==> src/rtl/xc_rf_wb_pkg.sv <==
// xc_rf_wb_pkg
//   Shared widths, writeback FSM encodings, the producer payload record and a
//   helper that turns a register index into a one-hot pend_mask bit.
package xc_rf_wb_pkg;

  localparam int XLEN  = 32;
  localparam int RF_AW = 5;

  localparam logic [0:0] XC_WB_PASS  = 1'b0;
  localparam logic [0:0] XC_WB_SPLIT = 1'b1;

  typedef struct packed {
    logic             wide;
    logic [RF_AW-1:0] addr;
    logic [XLEN-1:0]  lo;
    logic [XLEN-1:0]  hi;
  } wb_req_t;

  function automatic logic [XLEN-1:0] reg_bit(input logic [RF_AW-1:0] a);
    reg_bit = {{(XLEN-1){1'b0}}, 1'b1} << a;
  endfunction

endpackage

==> src/rtl/xc_rf_wb_arb.sv <==
// xc_rf_wb_arb
//   Two-way priority arbiter: p0 (ALU) wins by default, p1 (ISE) wins once it
//   has waited STARVE_LIMIT consecutive cycles.
//   Ports:
//     clock, resetn      core clock, async active-low reset
//     p0_valid, p1_valid producer requests
//     hold               freeze: no grants, starve counter holds
//     grant0, grant1     combinational readys, mutually exclusive
module xc_rf_wb_arb #(
  parameter int STARVE_LIMIT = 4
) (
  input  logic clock,
  input  logic resetn,
  input  logic p0_valid,
  input  logic p1_valid,
  input  logic hold,
  output logic grant0,
  output logic grant1
);

  localparam int CW = $clog2(STARVE_LIMIT + 1);

  logic [CW-1:0] cnt_q, cnt_d;
  logic          starve;

  // A ready may not depend on its own valid and the two readys are exclusive,
  // so neither grant can look at p0_valid: p1 only gets the port by starving.
  logic unused_p0_valid;
  assign unused_p0_valid = p0_valid;

  assign starve = (cnt_q == CW'(STARVE_LIMIT));
  assign grant0 = !hold && !starve;
  assign grant1 = !hold &&  starve;

  always_comb begin
    cnt_d = cnt_q;
    if (!hold) begin
      if (p1_valid && !grant1) begin
        if (!starve) cnt_d = cnt_q + CW'(1);
      end else begin
        cnt_d = '0;
      end
    end
  end

  always_ff @(posedge clock or negedge resetn) begin
    if (!resetn) cnt_q <= '0;
    else         cnt_q <= cnt_d;
  end

endmodule

==> src/rtl/xc_rf_wb.sv <==
// xc_rf_wb
//   Writeback sequencer and sole driver of the register-file write port.
//   Accepts results from p0 (ALU) and p1 (ISE), legalises wide writes for the
//   odd/even-banked file (odd rd wide writes become two narrow beats) and
//   publishes the registers with writes still in flight on pend_mask.
//   Ports:
//     clock, resetn                 core clock, async active-low reset
//     pX_valid/ready                producer handshake (ready is combinational)
//     pX_wide/addr/lo/hi            producer payload
//     rd_wen/wide/addr/wdata/hi     registered register-file write port
//     pend_mask                     bit n set while a write to xn is held here
//
//   state       | meaning
//   XC_WB_PASS  | normal: accept one result per cycle, issue it next cycle
//   XC_WB_SPLIT | issuing hi beat of an odd-rd wide write; both readys low
module xc_rf_wb
  import xc_rf_wb_pkg::*;
#(
  parameter int STARVE_LIMIT = 4
) (
  input  logic             clock,
  input  logic             resetn,
  input  logic             p0_valid,
  output logic             p0_ready,
  input  logic             p0_wide,
  input  logic [RF_AW-1:0] p0_addr,
  input  logic [XLEN-1:0]  p0_lo,
  input  logic [XLEN-1:0]  p0_hi,
  input  logic             p1_valid,
  output logic             p1_ready,
  input  logic             p1_wide,
  input  logic [RF_AW-1:0] p1_addr,
  input  logic [XLEN-1:0]  p1_lo,
  input  logic [XLEN-1:0]  p1_hi,
  output logic             rd_wen,
  output logic             rd_wide,
  output logic [RF_AW-1:0] rd_addr,
  output logic [XLEN-1:0]  rd_wdata,
  output logic [XLEN-1:0]  rd_wdata_hi,
  output logic [XLEN-1:0]  pend_mask
);

  logic [0:0]       state_q, state_d;
  logic [XLEN-1:0]  hi_q, hi_d;
  logic [RF_AW-1:0] split_addr_q, split_addr_d;
  logic             rd_wen_q, rd_wen_d;
  logic             rd_wide_q, rd_wide_d;
  logic [RF_AW-1:0] rd_addr_q, rd_addr_d;
  logic [XLEN-1:0]  rd_wdata_q, rd_wdata_d;
  logic [XLEN-1:0]  rd_wdata_hi_q, rd_wdata_hi_d;
  logic [XLEN-1:0]  pend_q, pend_d;

  logic             hold;
  logic             take0, take1;
  wb_req_t          req;
  logic [RF_AW-1:0] addr_p1;

  assign hold = (state_q == XC_WB_SPLIT);

  xc_rf_wb_arb #(.STARVE_LIMIT(STARVE_LIMIT)) u_arb (
    .clock    (clock),
    .resetn   (resetn),
    .p0_valid (p0_valid),
    .p1_valid (p1_valid),
    .hold     (hold),
    .grant0   (p0_ready),
    .grant1   (p1_ready)
  );

  assign take0 = p0_valid && p0_ready;
  assign take1 = p1_valid && p1_ready;

  always_comb begin
    if (take1) req = '{wide: p1_wide, addr: p1_addr, lo: p1_lo, hi: p1_hi};
    else       req = '{wide: p0_wide, addr: p0_addr, lo: p0_lo, hi: p0_hi};
  end

  assign addr_p1 = req.addr + RF_AW'(1);

  always_comb begin
    state_d       = state_q;
    hi_d          = hi_q;
    split_addr_d  = split_addr_q;
    rd_wen_d      = 1'b0;
    rd_wide_d     = rd_wide_q;
    rd_addr_d     = rd_addr_q;
    rd_wdata_d    = rd_wdata_q;
    rd_wdata_hi_d = rd_wdata_hi_q;
    pend_d        = '0;
    if (hold) begin
      rd_wen_d   = 1'b1;
      rd_wide_d  = 1'b0;
      rd_addr_d  = split_addr_q;
      rd_wdata_d = hi_q;
      pend_d     = reg_bit(split_addr_q);
      state_d    = XC_WB_PASS;
    end else if (take0 || take1) begin
      if (!req.wide) begin
        // narrow x0 completes the handshake but never reaches the file
        if (req.addr != '0) begin
          rd_wen_d      = 1'b1;
          rd_wide_d     = 1'b0;
          rd_addr_d     = req.addr;
          rd_wdata_d    = req.lo;
          rd_wdata_hi_d = req.hi;
          pend_d        = reg_bit(req.addr);
        end
      end else if (!req.addr[0]) begin
        rd_wen_d      = 1'b1;
        rd_wide_d     = 1'b1;
        rd_addr_d     = req.addr;
        rd_wdata_d    = req.lo;
        rd_wdata_hi_d = req.hi;
        pend_d        = reg_bit(req.addr) | reg_bit(addr_p1);
      end else if (req.addr == RF_AW'(31)) begin
        // no x32 exists: the hi word is dropped
        rd_wen_d   = 1'b1;
        rd_wide_d  = 1'b0;
        rd_addr_d  = req.addr;
        rd_wdata_d = req.lo;
        pend_d     = reg_bit(req.addr);
      end else begin
        rd_wen_d     = 1'b1;
        rd_wide_d    = 1'b0;
        rd_addr_d    = req.addr;
        rd_wdata_d   = req.lo;
        pend_d       = reg_bit(req.addr) | reg_bit(addr_p1);
        hi_d         = req.hi;
        split_addr_d = addr_p1;
        state_d      = XC_WB_SPLIT;
      end
    end
  end

  always_ff @(posedge clock or negedge resetn) begin
    if (!resetn) begin
      state_q       <= XC_WB_PASS;
      hi_q          <= '0;
      split_addr_q  <= '0;
      rd_wen_q      <= 1'b0;
      rd_wide_q     <= 1'b0;
      rd_addr_q     <= '0;
      rd_wdata_q    <= '0;
      rd_wdata_hi_q <= '0;
      pend_q        <= '0;
    end else begin
      state_q       <= state_d;
      hi_q          <= hi_d;
      split_addr_q  <= split_addr_d;
      rd_wen_q      <= rd_wen_d;
      rd_wide_q     <= rd_wide_d;
      rd_addr_q     <= rd_addr_d;
      rd_wdata_q    <= rd_wdata_d;
      rd_wdata_hi_q <= rd_wdata_hi_d;
      pend_q        <= pend_d;
    end
  end

  assign rd_wen      = rd_wen_q;
  assign rd_wide     = rd_wide_q;
  assign rd_addr     = rd_addr_q;
  assign rd_wdata    = rd_wdata_q;
  assign rd_wdata_hi = rd_wdata_hi_q;
  assign pend_mask   = pend_q;

endmodule
==> config.mk <==
export PLATFORM = sky130hd
export DESIGN_NAME = xc_rf_wb
export DESIGN_NICKNAME = d
export VERILOG_FILES = /design/src/rtl/xc_rf_wb_pkg.sv /design/src/rtl/xc_rf_wb_arb.sv /design/src/rtl/xc_rf_wb.sv
export SDC_FILE = /design/constraint.sdc
export NUM_CORES = 1
export LEC_CHECK = 0
export CAP_MARGIN = 5
export CORE_MARGIN = 5
export CORE_UTILIZATION = 49
export DETAILED_ROUTE_END_ITERATION = 10
export PLACE_DENSITY_LB_ADDON = 0.1
export SLEW_MARGIN = 20
export SYNTH_ARGS = -nofsm -noshare
export SYNTH_HDL_FRONTEND = slang
export SYNTH_SLANG_ARGS = --single-unit
export TNS_END_PERCENT = 20
==> constraint.sdc <==
create_clock -name clock -period 5.65 [get_ports clock]
set_input_delay 1.695 -clock clock [delete_from_list [all_inputs] [get_ports clock]]
set_output_delay 1.695 -clock clock [all_outputs]
set_load 0.005 [all_outputs]
==> impl_metrics.ini, run 1 <==
[status]
run_status = completed

[critical_path]
cpMaxStageDelayCell = clkdlybuf4s50_1
crit_path_max_incr_delay_ns = 0.59
path_max_fanout = 23
crit_path_cell_trace = clkdlybuf4s50_1 -> and4b_2 -> mux2_4 -> inv_2 -> ha_1 -> or4b_1 -> or3_4 -> and3_2 -> buf_12 -> nor3_1 -> a221oi_1
cp.required_ns = 5.89
crit_path_end_kind = flip-flop
critPathLaunchType = input port
critPathArrivalTime_ns = 5.27
worstSetupPathType = in2reg

[place]
dpl.hpwl_mm = 16.5
gp_congestion = 0.893
numPortBuffers = 248

[yosys]
syn_area_um2 = 7050
yosys_warnings = 0
synthTopCellsByCount = dfrtp_1 (144), nand2_1 (114), mux2i_1 (54)
synth_top_area_cell = dfrtp_1
avgSynthCellArea_um2 = 9.88
syn_inst = 714
synth_top_cell_area_share_pct = 51.1
synth_area_leaders = dfrtp_1 (51%), mux2i_1 (7.7%), nand2_1 (6.1%), o221ai_1 (4.7%), a21oi_1 (3.7%)
synthFlopType = dfrtp_1
synth_cell_types = 54
async_flop_share_pct = 100
yosysMostFrequentCell = dfrtp_1
synthesis.nets = 867
yosysSeqAreaShare_pct = 51.1
ys_seq_elements = 144
synth_edf_count = 0

[timing]
relSlewSlack_pct = 40.1
finalHoldViolations = 0
period_needed_ns = 5.03
max_slew.worst_pin.slew_ns = 0.898
fin_crit_sh_pct = 89.0
slew_violations = 0
skew_ns = 0.0124
max_freq_mhz = 199
setup_viol = 0
setup-tns-final_ns = 0
grt_setup_unrepaired = no

[drt]
wl_mm = 22.5
routed.top_layer = met4
drt-met1-wl_mm = 8.90
first_pass_iters = 6
drt-initial-drc-count = 576
met2_length_mm = 11.4
drtAntennaViolNets = 0
vias = 6619
via_per_inst = 5.84
post_drt_wl_per_cell_um = 19.8
met3_length_mm = 1.59
drc_errors = 0

[floorplan]
start_util_pct = 50.4
dieArea_um2 = 16900
core_um2 = 14000
ios = 249
die_h_um = 130
fp-row-count = 43
die_w_um = 130

[clock_network]
cts_hold_buf = 0
clkLatencyLatePin_ns = 0.43
post_cts_buffers = 0
cts-root-buf = clkbuf_16
cts_buffer_depth = 2
cts_max_level = 4
cts_resized = 0
cts_sinks = 144
cts_made_buffers = 17
cts_tree = done
clk_pin_slew_ns = 0.06

[grt]
grt_pass1_vias = 6659
grt_usage_pct = 27.0
grt_max_degree = 111
grt-ovfl-total = 0
antenna_found_initial = 0
grt_first_pass_wirelength_mm = 35.4

[pwr]
seqPwrFrac_pct = 40.3
p_switching_uw = 947
internal_power_uw = 2360
power_frac_comb_pct = 23.7
peakVddDrop_uv = 218
netSwitchingFraction_pct = 28.7
total_power_uw = 3300
pwr-share-clk_pct = 36.0
power_leakage_uw = 0.00453
power_density_nw_per_um2 = 321

[run]
maxCapViolCount = 0

[cells_and_area]
drive_gt1_share_pct = 6.81
syn_to_final_growth_pct = 45.8
insertedDiodeCount = 0
layout.nets = 1094

[min_path]
hp-class = reg2reg
[metrics by stage]
step / hold slack [ns] / setup WS (ns) / util, % / instances / area, µm²
after floorplan: 0.454 / 1.30 / - / 714 / 7050
after global placement: 0.462 / 0.420 / 69.0 / 1102 / 9650
after detailed placement: 0.471 / 0.288 / 69.0 / 1102 / 9650
after CTS: 0.485 / 0.681 / 73.5 / 1134 / 10300
after global routing: 0.498 / 0.490 / 73.5 / 1134 / 10300
final: 0.482 / 0.624 / 73.5 / 1134 / 10300
[flip-flops by register name, summed over array words and instances (netlist names), 3 cells and up]
| name | cells |
|---|---|
| hi_q | 32 |
| rd_wdata_hi | 32 |
| split_addr_q | 5 |
| u_arb.cnt_q | 3 |
| rd_addr | 5 |
| rd_wdata | 32 |
| pend_mask | 32 |
[path summary, 6_finish.rpt]
path	slack [ns]	end	start	cells past startpoint
worst max-delay path	0.62	rd_wdata[12]	p1_valid	11
worst max register to register	1.71	rd_wdata[12]	u_arb.cnt_q[0]	12
worst min register to register	0.48	rd_wdata_hi[11]	rd_wdata_hi[11]	2
min in group asynchronous	1.33	u_arb.cnt_q[1]	resetn	1
max in group asynchronous	3.24	hi_q[8]	resetn	2
worst min-delay path	0.48	rd_wdata_hi[11]	rd_wdata_hi[11]	2
[worst max-delay path: cells and delay by family]
kind	cells	cell delay (ns)
simple gates	5	1.89
buf+inv	3	0.98
compound gates	1	0.10
fa+ha+maj	1	0.21
mux	1	0.39
[cells in the final DEF, fill, tap and decap left out, drive strengths merged, types with 3 or more instances in the layout]
cell type	synthesis	layout
and3	5	5
clkbuf	26	20
nor2b	4	4
clkinv	0	4
a21oi	52	52
ha	9	9
inv	24	28
nor3	20	20
a221oi	17	17
nor2	47	47
mux2	4	4
mux2i	54	54
nand3	14	14
bufinv	0	3
nand2	114	114
nand3b	6	6
o21ai	51	51
a32oi	3	3
clkdlybuf4s50	0	247
xnor2	3	3
a31o	5	5
or3	6	6
dfrtp	144	144
nor3b	15	15
buf	25	11
o221ai	38	38
nand4	3	3
[cell type report]
type / count / area, µm²
timing repair buffer: 259 / 2610
sequential: 144 / 3610
fill: 1008 / 3710
inverter: 24 / 90.1
multi-input combinational: 495 / 3120
clock buffer: 19 / 453
tap: 180 / 225
clock inverter: 13 / 175
[kinds of logic (layout without fill, tap and decap cells)]
kind of cell | count (synthesis) | count (layout) | synth area share, %
DFF | 144 | 144 | 51.1
AOI/OAI and AO/OA | 179 | 179 | 17.3
adders and majority gates | 9 | 9 | 1.60
muxes | 58 | 58 | 8.36
buffers and inverters | 75 | 315 | 4.81
and+or+nand+nor | 246 | 246 | 16.5
xor gates and xnor gates | 3 | 3 | 0.373
[metal layers]
metal  track usage, %  up-vias
met1             33.4     3231
met5                0        -
li1                 -     3026
met3             5.85       50
met4             9.41        0
met2             47.1      312
[power groups by stage]
stage / clock network (µW) / logic, µW / registers, µW
2_1_floorplan: 0 / 325 / 1320
3_3_place_gp: 0 / 756 / 1340
3_5_place_dp: 0 / 779 / 1340
4_1_cts: 1200 / 787 / 1330
5_1_grt: 1240 / 852 / 1350
6_report: 1190 / 783 / 1330
Note: power is estimated with default switching activity, not from simulation.
==> run 2: changes to the inputs <==
GPL_TIMING_DRIVEN = 0   (was unset)
SETUP_SLACK_MARGIN = 0.2   (was unset)
==> run 2 against run 1 <==
Design area up 0.67%. Sequential power about the same. Sequential share of layout area down 0.27 points. Hold slack worse by 0.0046 ns. Sequential cell count unchanged. Count of clock-buffer cells in the layout up 9. Via count up 1.2%. Largest power group unchanged.
==> impl_metrics.ini, run 2 (synthesis gave the netlist of run 1 again) <==
[critical_path]
worstSetupPathType = in2reg
crit_path_end_kind = flip-flop
r2r-start = u_arb.cnt_q[0]
reg2regPathDepth = 12
r2r-end = pend_mask[7]
cp.required_ns = 5.89
critPathArrivalTime_ns = 5.55
critPathLaunchType = input port
ff2ff_setup_slack_ns = 1.46
path_max_fanout = 10

[drt]
first_pass_iters = 5
via_per_inst = 5.70
drtAntennaViolNets = 0
met2_length_mm = 11.9
routed.top_layer = met4
drt-initial-drc-count = 753
met3_length_mm = 1.83
post_drt_wl_per_cell_um = 20.1
wl_mm = 23.6
vias = 6698
drc_errors = 0
drt-met1-wl_mm = 9.36

[min_path]
hold_end = rd_wdata_hi[7]
whs_path_depth = 2
hp-class = reg2reg
min-delay-start = rd_wdata_hi[7]

[floorplan]
ios = 249
die_w_um = 130
start_util_pct = 50.4
dieArea_um2 = 16900
die_h_um = 130
core_um2 = 14000
fp-row-count = 43

[timing]
max_slew.worst_pin.slew_ns = 0.907
setup_viol = 0
relSlewSlack_pct = 37.8
skew_ns = 0.00994
max_freq_mhz = 188
slew_violations = 0
setup-tns-final_ns = 0
finalHoldViolations = 0
period_needed_ns = 5.31
fin_crit_sh_pct = 93.9
grt_setup_unrepaired = no

[cells_and_area]
syn_to_final_growth_pct = 46.8
final_cell_mix = clkdlybuf4s50_1 (247), dfrtp_1 (144), nand2_1 (114), mux2i_1 (54), a21oi_1 (52)
drive_gt1_share_pct = 6.43
final_common_cell = clkdlybuf4s50_1
layout.nets = 1135
fin_area_um2 = 10300
insertedDiodeCount = 0

[place]
numPortBuffers = 248
placed_area_um2 = 9790
gp_congestion = 0.913
dpl.hpwl_mm = 17.8

[grt]
grt_max_degree = 90
grt-ovfl-total = 0
grt_pass1_vias = 6610
antenna_found_initial = 0
grt_first_pass_wirelength_mm = 36.6
grt_usage_pct = 28.3

[clock_network]
cts_resized = 0
post_cts_buffers = 0
cts_hold_buf = 0
cts_tree = done
cts_made_buffers = 17
cts_sinks = 144
clkLatencyLatePin_ns = 0.42
clk_pin_slew_ns = 0.05
cts_buffer_depth = 2
cts_max_level = 4
cts-root-buf = clkbuf_16

[pwr]
peakVddDrop_uv = 262
power_density_nw_per_um2 = 310
power_leakage_uw = 0.00457

[run]
maxCapViolCount = 0

[status]
run_status = completed
## run 2: cell count changes in the layout (fill, tap and decap cells not counted), moves of 2 or more
cell / before / now
clkbuf_1: 0 / 33
buf_2: 0 / 13
buf_4: 8 / 1
buf_1: 0 / 6
buf_6: 0 / 5
clkinv_4: 4 / 0
inv_6: 4 / 0
buf_12: 3 / 0
bufinv_16: 3 / 1
## run 2: where the power goes
part,total [µW],leakage (µW),internal [µW],switching (µW)
Clock,1070,0.000265,653,420
Combinational,814,0.00254,429,386
Sequential,1320,0.00176,1210,107
## run 2: cell type report
type	count	area, µm²
fillers	1082	3640
flip-flops and latches	144	3600
multi-input cells	495	3110
repair buffers	249	2510
clock buffers	28	507
plain buffers	51	249
well taps	180	225
inverters	24	90.1
clock inverters	4	50.0
## run 2: layer usage
layer  vias to the layer above  global-route usage [%]
li1                       3102                       -
met1                      3272                    35.7
met2                       286                    48.2
met3                        38                    7.25
met4                         0                    9.05
met5                         -                       0
## run 2: how the worst max path moves through the flow
stage | from | endpoint | cells past startpoint | slack (ns)
after floorplan | p1_valid | rd_addr[4] | 12 | 1.30
after global placement | resetn | rd_wdata_hi[24] | 1 | -2.91
after detailed placement | p1_valid | pend_mask[7] | 11 | 0.02
after CTS | p1_valid | pend_mask[7] | 11 | 0.46
after global routing | p1_valid | pend_mask[7] | 11 | 0.23
final | p1_valid | pend_mask[7] | 11 | 0.34
## run 2: worst max-delay path: stages
cell,delay [ns]
clkdlybuf4s50_1,0.61
and4b_1,0.22
buf_4,0.15
buf_2,0.26
mux2i_1,0.37
ha_1,0.39
or4b_1,0.48
or3_1,0.38
nand3_1,0.22
buf_1,0.50
o221ai_1,0.27
## run 2: metrics by stage
step | utilization [%] | cells | power, µW | setup WS (ns) | hold slack (ns)
2_1_floorplan | - | 714 | 1640 | 1.30 | 0.454
3_3_place_gp | 69.8 | 1142 | 2120 | -2.91 | 0.460
3_5_place_dp | 70.0 | 1143 | 2140 | 0.0173 | 0.470
4_1_cts | 74.0 | 1175 | 3200 | 0.458 | 0.482
5_1_grt | 74.0 | 1175 | 3340 | 0.231 | 0.501
6_report | 74.0 | 1175 | 3200 | 0.342 | 0.477
